[src/rtl/perceptron_train_ctrl.sv]
// Perceptron training sequencer: walks the sample table epoch by epoch and issues every FP16 op
// to a shared external FPU over req/ack. Define PERCEPTRON_EARLY_STOP_EN to stop on an error-free epoch.
module perceptron_train_ctrl #(
  parameter int          N_SAMPLES  = 4,
  parameter int          MAX_EPOCHS = 32,
  parameter logic [15:0] ETA        = 16'h3800
) (
  input  logic                         clk,
  input  logic                         rst,
  input  logic                         start,
  input  logic [15:0]                  w0_init,
  input  logic [15:0]                  w1_init,
  input  logic [15:0]                  w2_init,
  output logic [$clog2(N_SAMPLES)-1:0] samp_idx,
  input  logic [15:0]                  samp_in1,
  input  logic [15:0]                  samp_in2,
  input  logic [15:0]                  samp_d,
  output logic                         fpu_req,
  output logic [1:0]                   fpu_op,
  output logic [15:0]                  fpu_a,
  output logic [15:0]                  fpu_b,
  input  logic                         fpu_ack,
  input  logic [15:0]                  fpu_res,
  output logic [15:0]                  w0,
  output logic [15:0]                  w1,
  output logic [15:0]                  w2,
  output logic [N_SAMPLES-1:0]         result,
  output logic [7:0]                   epoch_cnt,
  output logic                         busy,
  output logic                         done,
  output logic                         converged
);

  localparam int IW = $clog2(N_SAMPLES);
  localparam logic [1:0] OP_ADD = 2'b00;
  localparam logic [1:0] OP_SUB = 2'b01;
  localparam logic [1:0] OP_MUL = 2'b10;

  typedef enum logic [3:0] {
    IDLE, LOAD, MUL1, MUL2, ADD1, ADD2, CLASS, UPD_M1, UPD_M2,
    UPD_W1, UPD_W2, UPD_W0, NEXT, EPOCH, FIN
  } state_t;

  state_t         state_reg, state_next;
  logic [15:0]    x1_reg, x1_next, x2_reg, x2_next, d_reg, d_next;
  logic [15:0]    p1_reg, p1_next, p2_reg, p2_next, acc_reg, acc_next;
  logic           err_reg, err_next;
  logic           fpu_req_next;
  logic [1:0]     fpu_op_next;
  logic [15:0]    fpu_a_next, fpu_b_next;
  logic [15:0]    w0_next, w1_next, w2_next;
  logic [N_SAMPLES-1:0] result_next;
  logic [7:0]     epoch_cnt_next;
  logic [IW-1:0]  samp_idx_next;
  logic           busy_next, done_next, converged_next;

  logic           op_state;
  logic [1:0]     op_sel;
  logic [15:0]    a_sel, b_sel;
  logic           dbit, y, op_done, last_epoch, stop;
  logic [1:0]     upd_op;

  assign dbit       = ~d_reg[15] & (d_reg[14:0] != 15'd0);
  assign y          = ~acc_reg[15];
  assign upd_op     = dbit ? OP_ADD : OP_SUB;
  assign op_done    = fpu_req & fpu_ack;
  assign last_epoch = (epoch_cnt + 8'd1) == 8'(MAX_EPOCHS);
`ifdef PERCEPTRON_EARLY_STOP_EN
  assign stop = last_epoch | ~err_reg;
`else
  assign stop = last_epoch;
`endif

  always_ff @(posedge clk or posedge rst) begin
    if (rst) begin
      state_reg <= IDLE;
      x1_reg    <= '0;  x2_reg <= '0;  d_reg   <= '0;
      p1_reg    <= '0;  p2_reg <= '0;  acc_reg <= '0;
      err_reg   <= 1'b0;
      fpu_req   <= 1'b0; fpu_op <= '0; fpu_a <= '0; fpu_b <= '0;
      w0        <= '0;  w1 <= '0;  w2 <= '0;
      result    <= '0;  epoch_cnt <= '0; samp_idx <= '0;
      busy      <= 1'b0; done <= 1'b0; converged <= 1'b0;
    end else begin
      state_reg <= state_next;
      x1_reg    <= x1_next;  x2_reg <= x2_next;  d_reg   <= d_next;
      p1_reg    <= p1_next;  p2_reg <= p2_next;  acc_reg <= acc_next;
      err_reg   <= err_next;
      fpu_req   <= fpu_req_next; fpu_op <= fpu_op_next;
      fpu_a     <= fpu_a_next;   fpu_b  <= fpu_b_next;
      w0        <= w0_next;  w1 <= w1_next;  w2 <= w2_next;
      result    <= result_next; epoch_cnt <= epoch_cnt_next; samp_idx <= samp_idx_next;
      busy      <= busy_next; done <= done_next; converged <= converged_next;
    end
  end

  always_comb begin
    state_next     = state_reg;
    x1_next        = x1_reg;  x2_next = x2_reg;  d_next   = d_reg;
    p1_next        = p1_reg;  p2_next = p2_reg;  acc_next = acc_reg;
    err_next       = err_reg;
    fpu_req_next   = fpu_req; fpu_op_next = fpu_op;
    fpu_a_next     = fpu_a;   fpu_b_next  = fpu_b;
    w0_next        = w0;  w1_next = w1;  w2_next = w2;
    result_next    = result;
    epoch_cnt_next = epoch_cnt;
    samp_idx_next  = samp_idx;
    busy_next      = busy;
    done_next      = 1'b0;
    converged_next = converged;
    op_state       = 1'b0;
    op_sel         = OP_ADD;
    a_sel          = '0;
    b_sel          = '0;

    case (state_reg)
      IDLE: if (start) begin
        w0_next = w0_init; w1_next = w1_init; w2_next = w2_init;
        epoch_cnt_next = '0; result_next = '0; converged_next = 1'b0;
        samp_idx_next  = '0; err_next = 1'b0; busy_next = 1'b1;
        state_next     = LOAD;
      end
      LOAD: begin
        x1_next = samp_in1; x2_next = samp_in2; d_next = samp_d;
        state_next = MUL1;
      end
      MUL1: begin
        op_state = 1'b1; op_sel = OP_MUL; a_sel = w1; b_sel = x1_reg;
        if (op_done) begin p1_next = fpu_res; state_next = MUL2; end
      end
      MUL2: begin
        op_state = 1'b1; op_sel = OP_MUL; a_sel = w2; b_sel = x2_reg;
        if (op_done) begin p2_next = fpu_res; state_next = ADD1; end
      end
      ADD1: begin
        op_state = 1'b1; op_sel = OP_ADD; a_sel = p1_reg; b_sel = p2_reg;
        if (op_done) begin acc_next = fpu_res; state_next = ADD2; end
      end
      ADD2: begin
        op_state = 1'b1; op_sel = OP_ADD; a_sel = w0; b_sel = acc_reg;
        if (op_done) begin acc_next = fpu_res; state_next = CLASS; end
      end
      CLASS: begin
        result_next[samp_idx] = y;
        if (y == dbit) state_next = NEXT;
        else begin err_next = 1'b1; state_next = UPD_M1; end
      end
      // p1/p2 are reused to hold the ETA-scaled inputs during an update
      UPD_M1: begin
        op_state = 1'b1; op_sel = OP_MUL; a_sel = ETA; b_sel = x1_reg;
        if (op_done) begin p1_next = fpu_res; state_next = UPD_M2; end
      end
      UPD_M2: begin
        op_state = 1'b1; op_sel = OP_MUL; a_sel = ETA; b_sel = x2_reg;
        if (op_done) begin p2_next = fpu_res; state_next = UPD_W1; end
      end
      UPD_W1: begin
        op_state = 1'b1; op_sel = upd_op; a_sel = w1; b_sel = p1_reg;
        if (op_done) begin w1_next = fpu_res; state_next = UPD_W2; end
      end
      UPD_W2: begin
        op_state = 1'b1; op_sel = upd_op; a_sel = w2; b_sel = p2_reg;
        if (op_done) begin w2_next = fpu_res; state_next = UPD_W0; end
      end
      UPD_W0: begin
        op_state = 1'b1; op_sel = upd_op; a_sel = w0; b_sel = ETA;
        if (op_done) begin w0_next = fpu_res; state_next = NEXT; end
      end
      NEXT: begin
        if (samp_idx == IW'(N_SAMPLES - 1)) state_next = EPOCH;
        else begin samp_idx_next = samp_idx + 1'b1; state_next = LOAD; end
      end
      EPOCH: begin
        epoch_cnt_next = epoch_cnt + 8'd1;
        converged_next = ~err_reg;
        err_next       = 1'b0;
        samp_idx_next  = '0;
        if (stop) begin
          done_next = 1'b1; busy_next = 1'b0; state_next = FIN;
        end else begin
          state_next = LOAD;
        end
      end
      FIN:     state_next = IDLE;
      default: state_next = IDLE;
    endcase

    // Request is raised one cycle after entering an op state and dropped right after the ack.
    if (op_state) begin
      if (!fpu_req) begin
        fpu_req_next = 1'b1;
        fpu_op_next  = op_sel;
        fpu_a_next   = a_sel;
        fpu_b_next   = b_sel;
      end else if (fpu_ack) begin
        fpu_req_next = 1'b0;
      end
    end
  end

endmodule

[config.mk]
export PLATFORM = sky130hd
export DESIGN_NAME = perceptron_train_ctrl
export DESIGN_NICKNAME = d
export VERILOG_FILES = /design/src/rtl/perceptron_train_ctrl.sv
export SDC_FILE = /design/constraint.sdc
export NUM_CORES = 1
export LEC_CHECK = 0
export CORE_MARGIN = 5
export CORE_UTILIZATION = 45
export DETAILED_ROUTE_END_ITERATION = 8
export GPL_TIMING_DRIVEN = 0
export PLACE_DENSITY = 0.76
export SLEW_MARGIN = 5
export SYNTH_ARGS = -nofsm -noshare
export SYNTH_HDL_FRONTEND = slang
export SYNTH_SLANG_ARGS = --single-unit
[constraint.sdc]
create_clock -name clk -period 6.64 [get_ports clk]
set_input_delay 1.328 -clock clk [delete_from_list [all_inputs] [get_ports clk]]
set_output_delay 1.328 -clock clk [all_outputs]
set_load 0.01 [all_outputs]
**Word-level counts from Yosys, hierarchy flattened**

Index checks and enable logic that the tools add are counted.

- Register bits after elaboration: 201
- Input bits: 116
- Output and inout bits: 100
- Word-level logic and storage cells: 141

- Add/subtract/negate cells: 2
- Magnitude comparators: 2
- Eq/ne operators: 29
- Muxes and demuxes: 47
- Bitwise operators: 6
- Reductions and logical operators: 34

Operators by type and width:

| operator | number |
|---|---|
| 16-bit case mux with 2 select lines | 3 |
| 16-bit case mux with 6 select lines | 1 |
| 16-bit case mux with 5 select lines | 1 |
| 16-bit 2-to-1 mux | 4 |
| 4-bit 2-to-1 mux | 14 |
| 4-bit case mux with 14 select lines | 1 |
| 2-bit inequality test (second input constant) | 13 |
| 4-bit == test (second input constant) | 6 |
| 3-bit AND reduction | 6 |
| 4-bit by 3-bit == test with 1-bit output (second input constant) | 4 |
| 8-bit case mux with 2 select lines | 1 |
| 2-bit OR reduction | 8 |
| 15-bit nonzero test | 1 |
| 2-bit AND reduction | 6 |
| 1-bit 2-to-1 mux | 11 |
| 10-bit AND reduction | 1 |
| 2-bit nonzero test | 5 |
| 9-bit OR reduction | 1 |
| 8-bit by 1-bit adder with 8-bit output (second input constant) | 1 |
| 4-bit by 2-bit == test with 1-bit output (second input constant) | 2 |
| 8-bit by 6-bit == test with 1-bit output (second input constant) | 1 |
| 8-bit 2-to-1 mux | 1 |
| 4-bit case mux with 2 select lines | 1 |
| 2-bit case mux with 3 select lines | 1 |
| 19 further kinds | 26 |

**Logic depth before layout (Yosys ltp)**

- Depth in word-level cells: 6
- Mapped depth: 9
- Gate-level depth less buffers: 7

**Least setup slack after synthesis**

Ideal clock, no wire load.

- Kind: input port to flip-flop
- Start: input port fpu_ack
- End: register acc_reg[0]
- Setup time: 0.125 ns
- Arrival: 2.453 ns
- Data required time: 6.515 ns
- Slack: 4.063 ns
- Cell stages on the path: 6
- Buffers on the path: 3
- Cells stage by stage: and2_1 > clkbuf_1 > and3_1 > buf_2 > buf_4 > mux2_2

- Word-level cells in the longest chain between the ends: 2

Ends and longest elaborated chain:

| item | RTL line | source |
|---|---|---|
| start: declaration | 22 | `input logic fpu_ack,` |
| 1-bit bitwise AND | 66 | `assign op_done = fpu_req & fpu_ack;` |
| 2-bit AND reduction (no source line) | n/a |  |
| end signal: assignment | 87 | `p1_reg <= p1_next; p2_reg <= p2_next; acc_reg <= acc_next;` |
| end: declaration | 46 | `logic [15:0] p1_reg, p1_next, p2_reg, p2_next, acc_reg, acc_next;` |

Every way passes these cells.
A chain may end at the register's enable or synchronous reset.

**Worst setup path in the final report**

- Start: register fpu_req
- End: output port fpu_req

RTL lines:

| item | RTL line | source |
|---|---|---|
| start: declaration | 18 | `output logic fpu_req,` |
| start signal: assignment | 89 | `fpu_req <= fpu_req_next; fpu_op <= fpu_op_next;` |

No word-level cell between the ends.

==> impl_metrics.toml <==
[cts]
post_cts_resized = 0
clock-root-buffer = "clkbuf_16"
clk_pin_slew_ns = 0.06
h-tree-depth = 1
clock_sinks = 201
clk_latency_ns = 0.52
clockBufferDepth = 3
cts_tree = "built"
cts_buffers = 22
post_cts_buffers = 0
postCtsHoldBufs = 0

[drt]
via_count = 7791
wl_um = 29400
firstDrtPassIters = 8
drt_iter0_drc = 503
drc = 0
vias_per_cell = 5.75
wire_per_inst_um = 21.7
ant_nets = 0

[synth]
synthFlopType = "dfrtp_1"
yosysTopAreaCell = "dfrtp_1"
async_flop_share = 1.00
yosys.cell_count.top_type = "dfrtp_1"
synth.distinct_cells = 59
seq_area_frac_synth = 0.535
synthTopCellsByCount = "dfrtp_1, nand2_1, mux2_2"
syn_avg_cell_area_um2 = 11.3
synth_top_area_frac = 0.535
synth_area_um2 = 9400
yosysWarnings = 0
netlist_instances = 828
ys_seq_elements = 201
synth_edf_count = 0
syn-num-nets = 950
synth_area_leaders = "dfrtp_1, mux2_2, mux2i_1"

[critical_path]
path_buf_inv = 1
ff2ff_path_depth = 9
critical-path-top-delay-family = "buffers and inverters"
worst-path-stages = 1
required_ns = 5.31
critPathKind = "reg -> out"
crit_path_end_kind = "output port"
critPathMaxStageDelay_ns = 0.61
arrival_ns = 1.69
start_kind = "flop"
worst_path_max_delay_cell = "clkdlybuf4s50_1"
cp_cell_sequence = "clkdlybuf4s50_1"
path_max_fanout = 10

[die]
rows = 52
die-area_um2 = 23900
die_w_um = 155
top_level_ports = 216
core_um2 = 20400
die_h_um = 155
start_util = 0.460

[timing]
setup-tns-final_ns = 0
hold_viol_final = 0
skew_ns = 0.0194
finalCritPeriodShare = 0.455
setup_viol = 0
layout_min_cycle_time_ns = 3.02
max_clock_freq_mhz = 331
maxSlewHeadroom = 0.509
rsz0062_at_grt = "false"
worst_pin_slew_ns = 0.736
drv_slew = 0
hold_ws_ns = 0.485

[grt]
antenna_found_initial = 1
grt_pass1_wl_um = 44700
grt.overflow.total = 0
grt_pass1_vias = 7906
grt_max_degree = 40
grtUsageTotal = 0.238

[final_layout]
nFillCells = 1704
diodes = 0
drive_above_1_share = 0.190
multiInputGateArea_um2 = 3990
synthToLayoutAreaGrowth_pct = 35.2
seq_area_um2 = 5030
layout.nets = 1194

[placed_design]
gp_congestion = 0.893
dpl.hpwl_um = 22200
numPortBuffers = 215

[run]
cap_viol_max_count = 0

[worst_hold_path]
hold_class = "reg -> reg"
worstHoldPathCells = 1

[power]
leakagePower_uw = 0.00531
irDropWorstVdd_mv = 0.233
p_per_area_nw_per_um2 = 489
p_total_uw = 6210

[outcome]
status = "complete, no violations"
[per-stage QoR]
| step | util | setup WS [ns] | std cells | cell area, um^2 |
|---|---|---|---|---|
| after global routing | 0.622 | 3.57 | 1356 | 12700 |
| after global placement | 0.582 | 1.12 | 1313 | 11900 |
| final | 0.622 | 3.62 | 1356 | 12700 |
| after CTS | 0.622 | 3.62 | 1356 | 12700 |
| after floorplan | - | 2.71 | 828 | 9400 |
| after detailed placement | 0.587 | 3.26 | 1318 | 12000 |
[path summary, 6_finish.rpt]
kind,from,end,slack [ns]
setup / recovery,fpu_req$_DFFE_PP0N_,fpu_req,3.62
hold / removal,err_reg$_DFFE_PP0P_,converged$_DFFE_PP0P_,0.48
setup reg to reg,state_reg[0]$_DFFE_PP0P_,fpu_a[2]$_DFFE_PP0P_,4.38
hold reg to reg,err_reg$_DFFE_PP0P_,converged$_DFFE_PP0P_,0.48
max in group asynchronous,rst,d_reg[0]$_DFFE_PP0P_,4.48
min in group asynchronous,rst,fpu_a[7]$_DFFE_PP0P_,1.27
[layout by cell type, fill, tap and decap left out, types with 5 or more instances in the layout]
cell type / n
clkdlybuf4s50_1: 215
dfrtp_1: 201
nand2_1: 119
mux2_2: 86
o21ai_0: 65
nor2_1: 53
mux2i_1: 49
buf_2: 32
a222oi_1: 26
clkbuf_16: 22
a31oi_1: 18
a21oi_1: 14
a41oi_1: 14
nand3_1: 11
clkbuf_1: 10
mux2_4: 10
buf_4: 9
buf_6: 8
nor3_1: 6
ha_1: 6
nand2b_1: 5
nor2_2: 5
nor2b_1: 5
inv_1: 5
o22ai_1: 5
a22o_1: 5
a221oi_1: 5
buf_12: 5
[where the power goes]
group | internal (uW) | switching [uW]
clock network | 699 | 510
logic | 1380 | 1330
registers | 1820 | 467
[logic make-up after synthesis]
family / synth area share
AOI/OAI and AO/OA: 0.133
xor gates and xnor gates: 0.00559
adders and majority gates: 0.00799
buffers and inverters: 0.0398
DFF: 0.535
muxes: 0.171
and+or+nand+nor: 0.107
[metal layers]
| metal | global-route usage | share of wire |
|---|---|---|
| met2 | 0.412 | 0.49 |
| met5 | 0 | 0.00044 |
| met1 | 0.303 | 0.40 |
| met4 | 0.0618 | 0.029 |
| met3 | 0.0542 | 0.083 |
[final cells by class]
class,count,area share
Buffer,56,0.0274
Clock buffer,32,0.0495
Clock inverter,6,0.00650
Inverter,7,0.00236
Multi-Input combinational cell,564,0.314
Sequential cell,201,0.396
Tap cell,270,0.0266
Timing Repair Buffer,220,0.177
[worst reg2reg max path, cell delays in order (launching register included)]
cell	delay, ns
dfrtp_1	0.34
buf_6	0.13
buf_2	0.24
inv_1	0.20
nor2_1	0.23
a21oi_1	0.10
nor2_1	0.36
buf_2	0.33
nand2_1	0.09
a31oi_1	0.18
Note: power is estimated with default switching activity, not from simulation.
